--- src/rtl/fetch_stage.sv ---
// fetch_stage: single-issue instruction fetch with an IF/ID pipeline register.
//
// Each cycle, exactly one of these applies, highest priority first:
//   halted > stall > branch_taken > halt-fetch > normal fetch.
// The halted flag is sticky and only rst clears it.
//
// Handshake: there is no valid/ready pair on the imem side. imem_data is a
// combinational read of imem_addr. Downstream back-pressure is the single
// 'stall' input: while it is high (and fetch is not halted), the PC and the
// whole IF/ID register hold. IFID_valid marks a real instruction (1) or a
// bubble (0).
//
// Optional feature: define FETCH_PERF_EN to build the saturating
// stall_count / flush_count performance counters. Without it, both outputs
// are tied to zero and no counter flops exist.
module fetch_stage #(
  parameter logic [15:0] BUBBLE_INSTR = 16'h0000,
  parameter logic [3:0]  HALT_OP      = 4'hF
) (
  input  logic        clk,
  input  logic        rst,
  input  logic        stall,
  input  logic        branch_taken,
  input  logic [15:0] branch_target,
  input  logic [15:0] imem_data,
  output logic [15:0] imem_addr,
  output logic [15:0] IFID_instr,
  output logic [15:0] IFID_pc_plus2,
  output logic        IFID_valid,
  output logic        halted,
  output logic [15:0] stall_count,
  output logic [15:0] flush_count
);

  logic [15:0] pc_q, pc_d;
  logic [15:0] instr_q, instr_d;
  logic [15:0] pc_plus2_q, pc_plus2_d;
  logic        valid_q, valid_d;
  logic        halted_q, halted_d;
  logic [15:0] pc_inc;

  // Sequential PC + 2. Wraps modulo 2^16 and raises no flag.
  assign pc_inc = pc_q + 16'd2;

  // Next-state selection in priority order: halted, stall, branch, halt-fetch, normal.
  always_comb begin
    pc_d       = pc_q;
    instr_d    = instr_q;
    pc_plus2_d = pc_plus2_q;
    valid_d    = valid_q;
    halted_d   = halted_q;
    if (halted_q) begin
      instr_d    = BUBBLE_INSTR;
      pc_plus2_d = 16'h0000;
      valid_d    = 1'b0;
    end else if (stall) begin
      // Hold everything. A branch in the same cycle is ignored.
    end else if (branch_taken) begin
      // Redirect, and squash the wrong-path word fetched this cycle.
      // This also covers a halt opcode that arrives on the wrong path.
      pc_d       = {branch_target[15:1], 1'b0};
      instr_d    = BUBBLE_INSTR;
      pc_plus2_d = 16'h0000;
      valid_d    = 1'b0;
    end else if (imem_data[15:12] == HALT_OP) begin
      // Hand the halt to ID, freeze the PC and go sticky-halted.
      instr_d    = imem_data;
      pc_plus2_d = pc_inc;
      valid_d    = 1'b1;
      halted_d   = 1'b1;
    end else begin
      pc_d       = pc_inc;
      instr_d    = imem_data;
      pc_plus2_d = pc_inc;
      valid_d    = 1'b1;
    end
  end

  // PC and IF/ID registers. Async reset makes fetch restart at address 0.
  always_ff @(posedge clk or posedge rst) begin
    if (rst) begin
      pc_q       <= 16'h0000;
      instr_q    <= BUBBLE_INSTR;
      pc_plus2_q <= 16'h0000;
      valid_q    <= 1'b0;
      halted_q   <= 1'b0;
    end else begin
      pc_q       <= pc_d;
      instr_q    <= instr_d;
      pc_plus2_q <= pc_plus2_d;
      valid_q    <= valid_d;
      halted_q   <= halted_d;
    end
  end

  assign imem_addr     = pc_q;
  assign IFID_instr    = instr_q;
  assign IFID_pc_plus2 = pc_plus2_q;
  assign IFID_valid    = valid_q;
  assign halted        = halted_q;

`ifdef FETCH_PERF_EN
  logic        stall_evt, flush_evt;
  logic [15:0] stall_cnt_q, stall_cnt_d;
  logic [15:0] flush_cnt_q, flush_cnt_d;

  // Count stalled cycles and branch flushes. Both counters saturate at all-ones.
  always_comb begin
    stall_evt   = !halted_q && stall;
    flush_evt   = !halted_q && !stall && branch_taken;
    stall_cnt_d = stall_cnt_q;
    flush_cnt_d = flush_cnt_q;
    if (stall_evt && (stall_cnt_q != 16'hFFFF)) stall_cnt_d = stall_cnt_q + 16'd1;
    if (flush_evt && (flush_cnt_q != 16'hFFFF)) flush_cnt_d = flush_cnt_q + 16'd1;
  end

  // Performance counter registers. Reset clears them like all other state.
  always_ff @(posedge clk or posedge rst) begin
    if (rst) begin
      stall_cnt_q <= 16'h0000;
      flush_cnt_q <= 16'h0000;
    end else begin
      stall_cnt_q <= stall_cnt_d;
      flush_cnt_q <= flush_cnt_d;
    end
  end

  assign stall_count = stall_cnt_q;
  assign flush_count = flush_cnt_q;
`else
  assign stall_count = 16'h0000;
  assign flush_count = 16'h0000;
`endif

endmodule

--- config.mk ---
export PLATFORM = sky130hd
export DESIGN_NAME = fetch_stage
export DESIGN_NICKNAME = d
export VERILOG_FILES = /design/src/rtl/fetch_stage.sv
export SDC_FILE = /design/constraint.sdc
export NUM_CORES = 1
export LEC_CHECK = 0
export ABC_AREA = 0
export CORE_AREA = 2 2 148 78
export CTS_CLUSTER_SIZE = 12
export DETAILED_ROUTE_END_ITERATION = 16
export DIE_AREA = 0 0 150 80
export PLACE_DENSITY = 0.61
export SLEW_MARGIN = 20
export SYNTH_ARGS = -nofsm -noshare
export SYNTH_HDL_FRONTEND = slang
export SYNTH_SLANG_ARGS = --single-unit
--- constraint.sdc ---
create_clock -name clk -period 1.6 [get_ports clk]
set_input_delay 0.48 -clock clk [delete_from_list [all_inputs] [get_ports clk]]
set_output_delay 0.48 -clock clk [all_outputs]
set_load 0.1 [all_outputs]
=== Yosys cells after proc, flatten, opt, wreduce, memory -nomap -nowiden ===
Cells that the tools add are included.

* Bitwise gates (word level): 2
* Mux-type cells: 15
* Add/sub/neg operators: 1
* Eq/ne operators: 3
* Reductions and logical operators: 1

{| class="wikitable"
|+ Operator list
! operator !! number
|-
| $mux 16 || 8
|-
| $add 16x2->16 const B || 1
|-
| $mux 1 || 7
|-
| $eq 4x4->1 const B || 1
|-
| $reduce_and 3->1 || 1
|-
| $ne 2x1->1 const B || 1
|-
| $ne 2x2->1 const B || 1
|-
| $not 1->1 || 2
|}

* Register bits after elaboration: 50
* Output and inout bits: 82
* Bits of input ports: 36
* Word-level logic and storage cells: 27

=== Longest topological paths before layout ===
* Word-level depth: 5
* Mapped depth: 6
* Gate-level depth less buffers: 5

=== Worst setup path after synthesis ===
Ideal clock, no wire load.

* Path type: register -> register
* Start point: register pc_q[1], in the netlist imem_addr[1]
* End point: register pc_plus2_q[15], in the netlist IFID_pc_plus2[15]
* Buffers on the path: 0
* Arrival: 2.222 ns
* Setup time: 0.126 ns
* Cell stages (with the launch flop): 6
* Setup slack: -0.748 ns
* Required time: 1.474 ns
* Period minus slack after synthesis: 2.348 ns
* Cell sequence: dfrtp_1 -> ha_1 -> nand3_2 -> nor4_4 -> nor2_1 -> a221o_1

* Cells in the longest elaborated chain, start to end: 4

{| class="wikitable"
|+ Ends and longest elaborated chain
! element !! RTL line !! RTL
|-
| from (decl) || 35 || <nowiki>logic [15:0] pc_q, pc_d;</nowiki>
|-
| from (signal assigned) || 88 || <nowiki>pc_q <= pc_d;</nowiki>
|-
| $add 16x2->16 || 43 || <nowiki>assign pc_inc = pc_q + 16'd2;</nowiki>
|-
| $mux 16 || 58 || <nowiki>end else if (branch_taken) begin</nowiki>
|-
| $mux 16 || 56 || <nowiki>end else if (stall) begin</nowiki>
|-
| $mux 16 || 52 || <nowiki>if (halted_q) begin</nowiki>
|-
| to (signal assigned) || 90 || <nowiki>pc_plus2_q <= pc_plus2_d;</nowiki>
|-
| to (decl) || 37 || <nowiki>logic [15:0] pc_plus2_q, pc_plus2_d;</nowiki>
|}

Every way passes these cells. The select of a mux whose other input is x is not followed.
A chain may end at the register's enable or synchronous reset.

=== Final worst setup path ===
* Start point: register pc_q[8], in the netlist imem_addr[8]
* End point: output imem_addr[8]

{| class="wikitable"
|+ RTL lines
! element !! RTL line !! RTL
|-
| to (decl) || 26 || <nowiki>output logic [15:0] imem_addr,</nowiki>
|}

No word-level cell between the ends.

==> impl_metrics.py <==
metrics = {
    "cells_and_area": {
        "drive_gt1_share_pct": 34.3,
        "num-fill-cells": 1043,
        "multi_input_area_um2": 1270,
        "nNetsFinal": 406,
        "seqCellArea_um2": 1270,
        "synthToLayoutAreaGrowth_pct": 73.3,
    },
    "worst_hold_path": {
        "hold_path_startpoint": "IFID_valid",
        "hold_path_class": "reg2reg",
        "min_to": "IFID_valid",
        "worstHoldPathCells": 2,
    },
    "synth": {
        "post_synth_inst_count": 262,
        "yosysSeqAreaShare_pct": 46.8,
        "yosysMostFrequentCell": "dfrtp_1",
        "ys_ff_latch": 49,
        "yosysTopAreaCellShare_pct": 46.8,
        "synth_edf_count": 0,
        "synthTopCellsByArea": "dfrtp_1 (47%), buf_4 (9.5%), a22o_1 (5.0%)",
        "netlist_area_um2": 2620,
        "post-synth-top-area-cell": "dfrtp_1",
        "synth_cell_types": 45,
        "avgSynthCellArea_um2": 10.0,
        "ys_async_sr_fraction_pct": 100,
        "synthTopCellsByCount": "dfrtp_1 (49), buf_4 (33), nand2_1 (24), a22o_1 (15)",
        "yosys_most_used_dff": "dfrtp_1",
        "yosys_warnings": 0,
    },
    "grt": {
        "grt.total_usage_pct": 13.6,
        "antenna_found_initial": 1,
        "grt_pass1_wl_mm": 12.4,
        "grt_max_degree": 33,
        "overflow": 0,
        "grt_pass1_vias": 2266,
    },
    "placed_design": {
        "io_buffers": 83,
        "dp_hpwl_mm": 6.17,
        "gp_congestion": 0.825,
    },
    "setup_path": {
        "required_ns": 1.12,
        "worstPathArrival_ns": 1.10,
        "path_cells": "buf_6, buf_12",
        "rr_worst_depth": 4,
        "reg2reg_to": "IFID_pc_plus2[15]",
        "r2r-start": "imem_addr[10]",
        "cp_num_buf_inv": 2,
        "worstSetupPathType": "reg2out",
        "cp_num_cells": 2,
        "setup.worst_path.end_class": "output port",
        "critPathMaxStageDelay_ns": 0.49,
        "start_kind": "flip-flop",
        "rrSetupSlack_ns": 0.06,
        "cp_slowest_cell": "dfrtp_4",
        "critPathTopFamily": "flip-flops",
        "worstPathMaxFanout": 8,
    },
    "floorplanning": {
        "die_height_um": 80,
        "rows": 27,
        "fp.dieW_um": 150,
        "ioPinCount": 118,
        "initial_core_util_pct": 24.5,
        "die_area_um2": 12000,
        "design.core.area_um2": 10700,
    },
    "timing": {
        "fin_crit_ns": 1.58,
        "final.setup.tns_ns": 0,
        "hold_viol": 0,
        "rsz0062_at_grt": "yes",
        "finalSetupViolCount": 0,
        "max_freq_mhz": 634,
        "finClkSkew_ns": 0.00513,
        "hold-worst-slack_ns": 0.542,
        "slew_violations": 0,
        "period_share_pct": 98.5,
    },
    "detailed_routing": {
        "top_layer_used": "met4",
        "drc_errors": 0,
        "num_vias": 2301,
        "dr_wl_met3_um": 784,
        "drt-vias-per-instance": 4.46,
        "wl_met2_mm": 3.40,
        "wire_per_inst_um": 15.5,
        "first_pass_iters": 4,
        "wl_met1_mm": 3.73,
        "antenna_left": 0,
        "drt_wl_total_mm": 7.98,
        "dr.first_iter.drc_count": 156,
    },
    "clock_tree": {
        "clk_root_buffer_cell": "clkbuf_16",
        "clk_path_buf_depth": 2,
        "htree_num_levels": 2,
        "clkLatencyLatePin_ns": 0.29,
        "cts_num_sinks": 49,
        "cts_tree": "done",
        "cts_hold_buf": 0,
        "tritoncts.num_buffers": 5,
        "path_clk_slew_ns": 0.07,
    },
    "run_status": {
        "status": "complete, no violations",
    },
    "power": {
        "ir_worst_vdd_mv": 0.821,
        "p_leak_nw": 1.93,
        "powerDensity_nw_per_um2": 1430,
    },
    "flow_run": {
        "cap_viol_max_count": 0,
    },
}
worst register-to-register path, cell delays in order, from the launching register on:
cell and delay [ns]:
dfrtp_4 0.46, nand4_1 0.21, nor4_4 0.41, nor2_1 0.08, a221o_1 0.27
metal layers:
layer,vias to the layer above,GRT usage [%]
met5,-,0
met4,0,2.55
met3,7,5.49
met2,81,19.4
met1,1128,19.3
li1,1085,-
cell usage in the layout (no fill, tap or decap), drive strengths merged, types with 5 or more instances in the layout:
cell type	netlist	final
dlygate4sd2	0	5
nor2	14	14
a22o	15	15
clkdlybuf4s50	0	29
buf	41	83
conb	1	33
dfrtp	49	49
clkbuf	8	5
nand3	6	6
o21ai	23	23
and3	6	6
nor3	9	9
nand2	24	24
xnor2	10	10
a21oi	7	7
worst max-delay path by stage:
stage,startpoint,end,slack (ns)
6_report,imem_addr[8],imem_addr[8],0.02
5_1_grt,imem_addr[10],IFID_pc_plus2[15],-0.01
4_1_cts,imem_addr[9],imem_addr[9],0.003
3_5_place_dp,branch_taken,imem_addr[9],-0.52
3_3_place_gp,branch_taken,imem_addr[5],-0.49
2_1_floorplan,imem_addr[1],IFID_pc_plus2[15],-0.15
area by class of cell:
type                    instances  area share (%)
repair buffers                117            36.4
flip-flops and latches         49            28.1
multi-input cells             193            27.9
well taps                     145            4.00
clock buffers                   5            2.76
clock inverters                 3           0.386
inverters                       3           0.331
diodes                          1          0.0551
cells by family (layout without fill, tap and decap cells):
group / Yosys count / after routing / share of synthesized area, %
compound gates: 72 / 72 / 18.8
xor+xnor: 12 / 12 / 4.01
fa+ha+maj: 1 / 1 / 0.478
buf+inv: 52 / 128 / 12.5
flops: 49 / 49 / 46.8
mux: 1 / 1 / 0.382
other cells: 1 / 34 / 0.143
simple gates: 74 / 74 / 16.8
stage by stage:
| step | cell area, um^2 | worst slack (ns) | cells | power, W | util [%] |
|---|---|---|---|---|---|
| 6_report | 4540 | 0.0238 | 516 | 0.00650 | 42.5 |
| 3_3_place_gp | 4270 | -0.491 | 498 | 0.00531 | 40.0 |
| 5_1_grt | 4540 | -0.0126 | 516 | 0.00676 | 42.5 |
| 4_1_cts | 4480 | 0.00285 | 509 | 0.00650 | 41.9 |
| 2_1_floorplan | 2860 | -0.145 | 294 | 0.00409 | - |
| 3_5_place_dp | 4270 | -0.524 | 498 | 0.00535 | 40.0 |
state kept, by name (all words and copies together), names as in the netlist:
| register | flops |
|---|---|
| IFID_pc_plus2 | 16 |
| halted | 1 |
| imem_addr | 15 |
| IFID_instr | 16 |
| IFID_valid | 1 |
report_power, final:
group | internal [W] | switching, W
registers | 0.00149 | 0.000342
logic | 0.00127 | 0.00234
clock network | 0.000575 | 0.000486
repair_timing:
item / in CTS / in global routing
resized for setup: 17 / 5
buffers inserted: 2 / 6
pin swaps: 5 / 5
hold endpoints to repair: 0 / 0
cloned: 1 / 0
endpoints found under the setup margin: 20 / 8
Note: power is estimated with default switching activity, not from simulation.
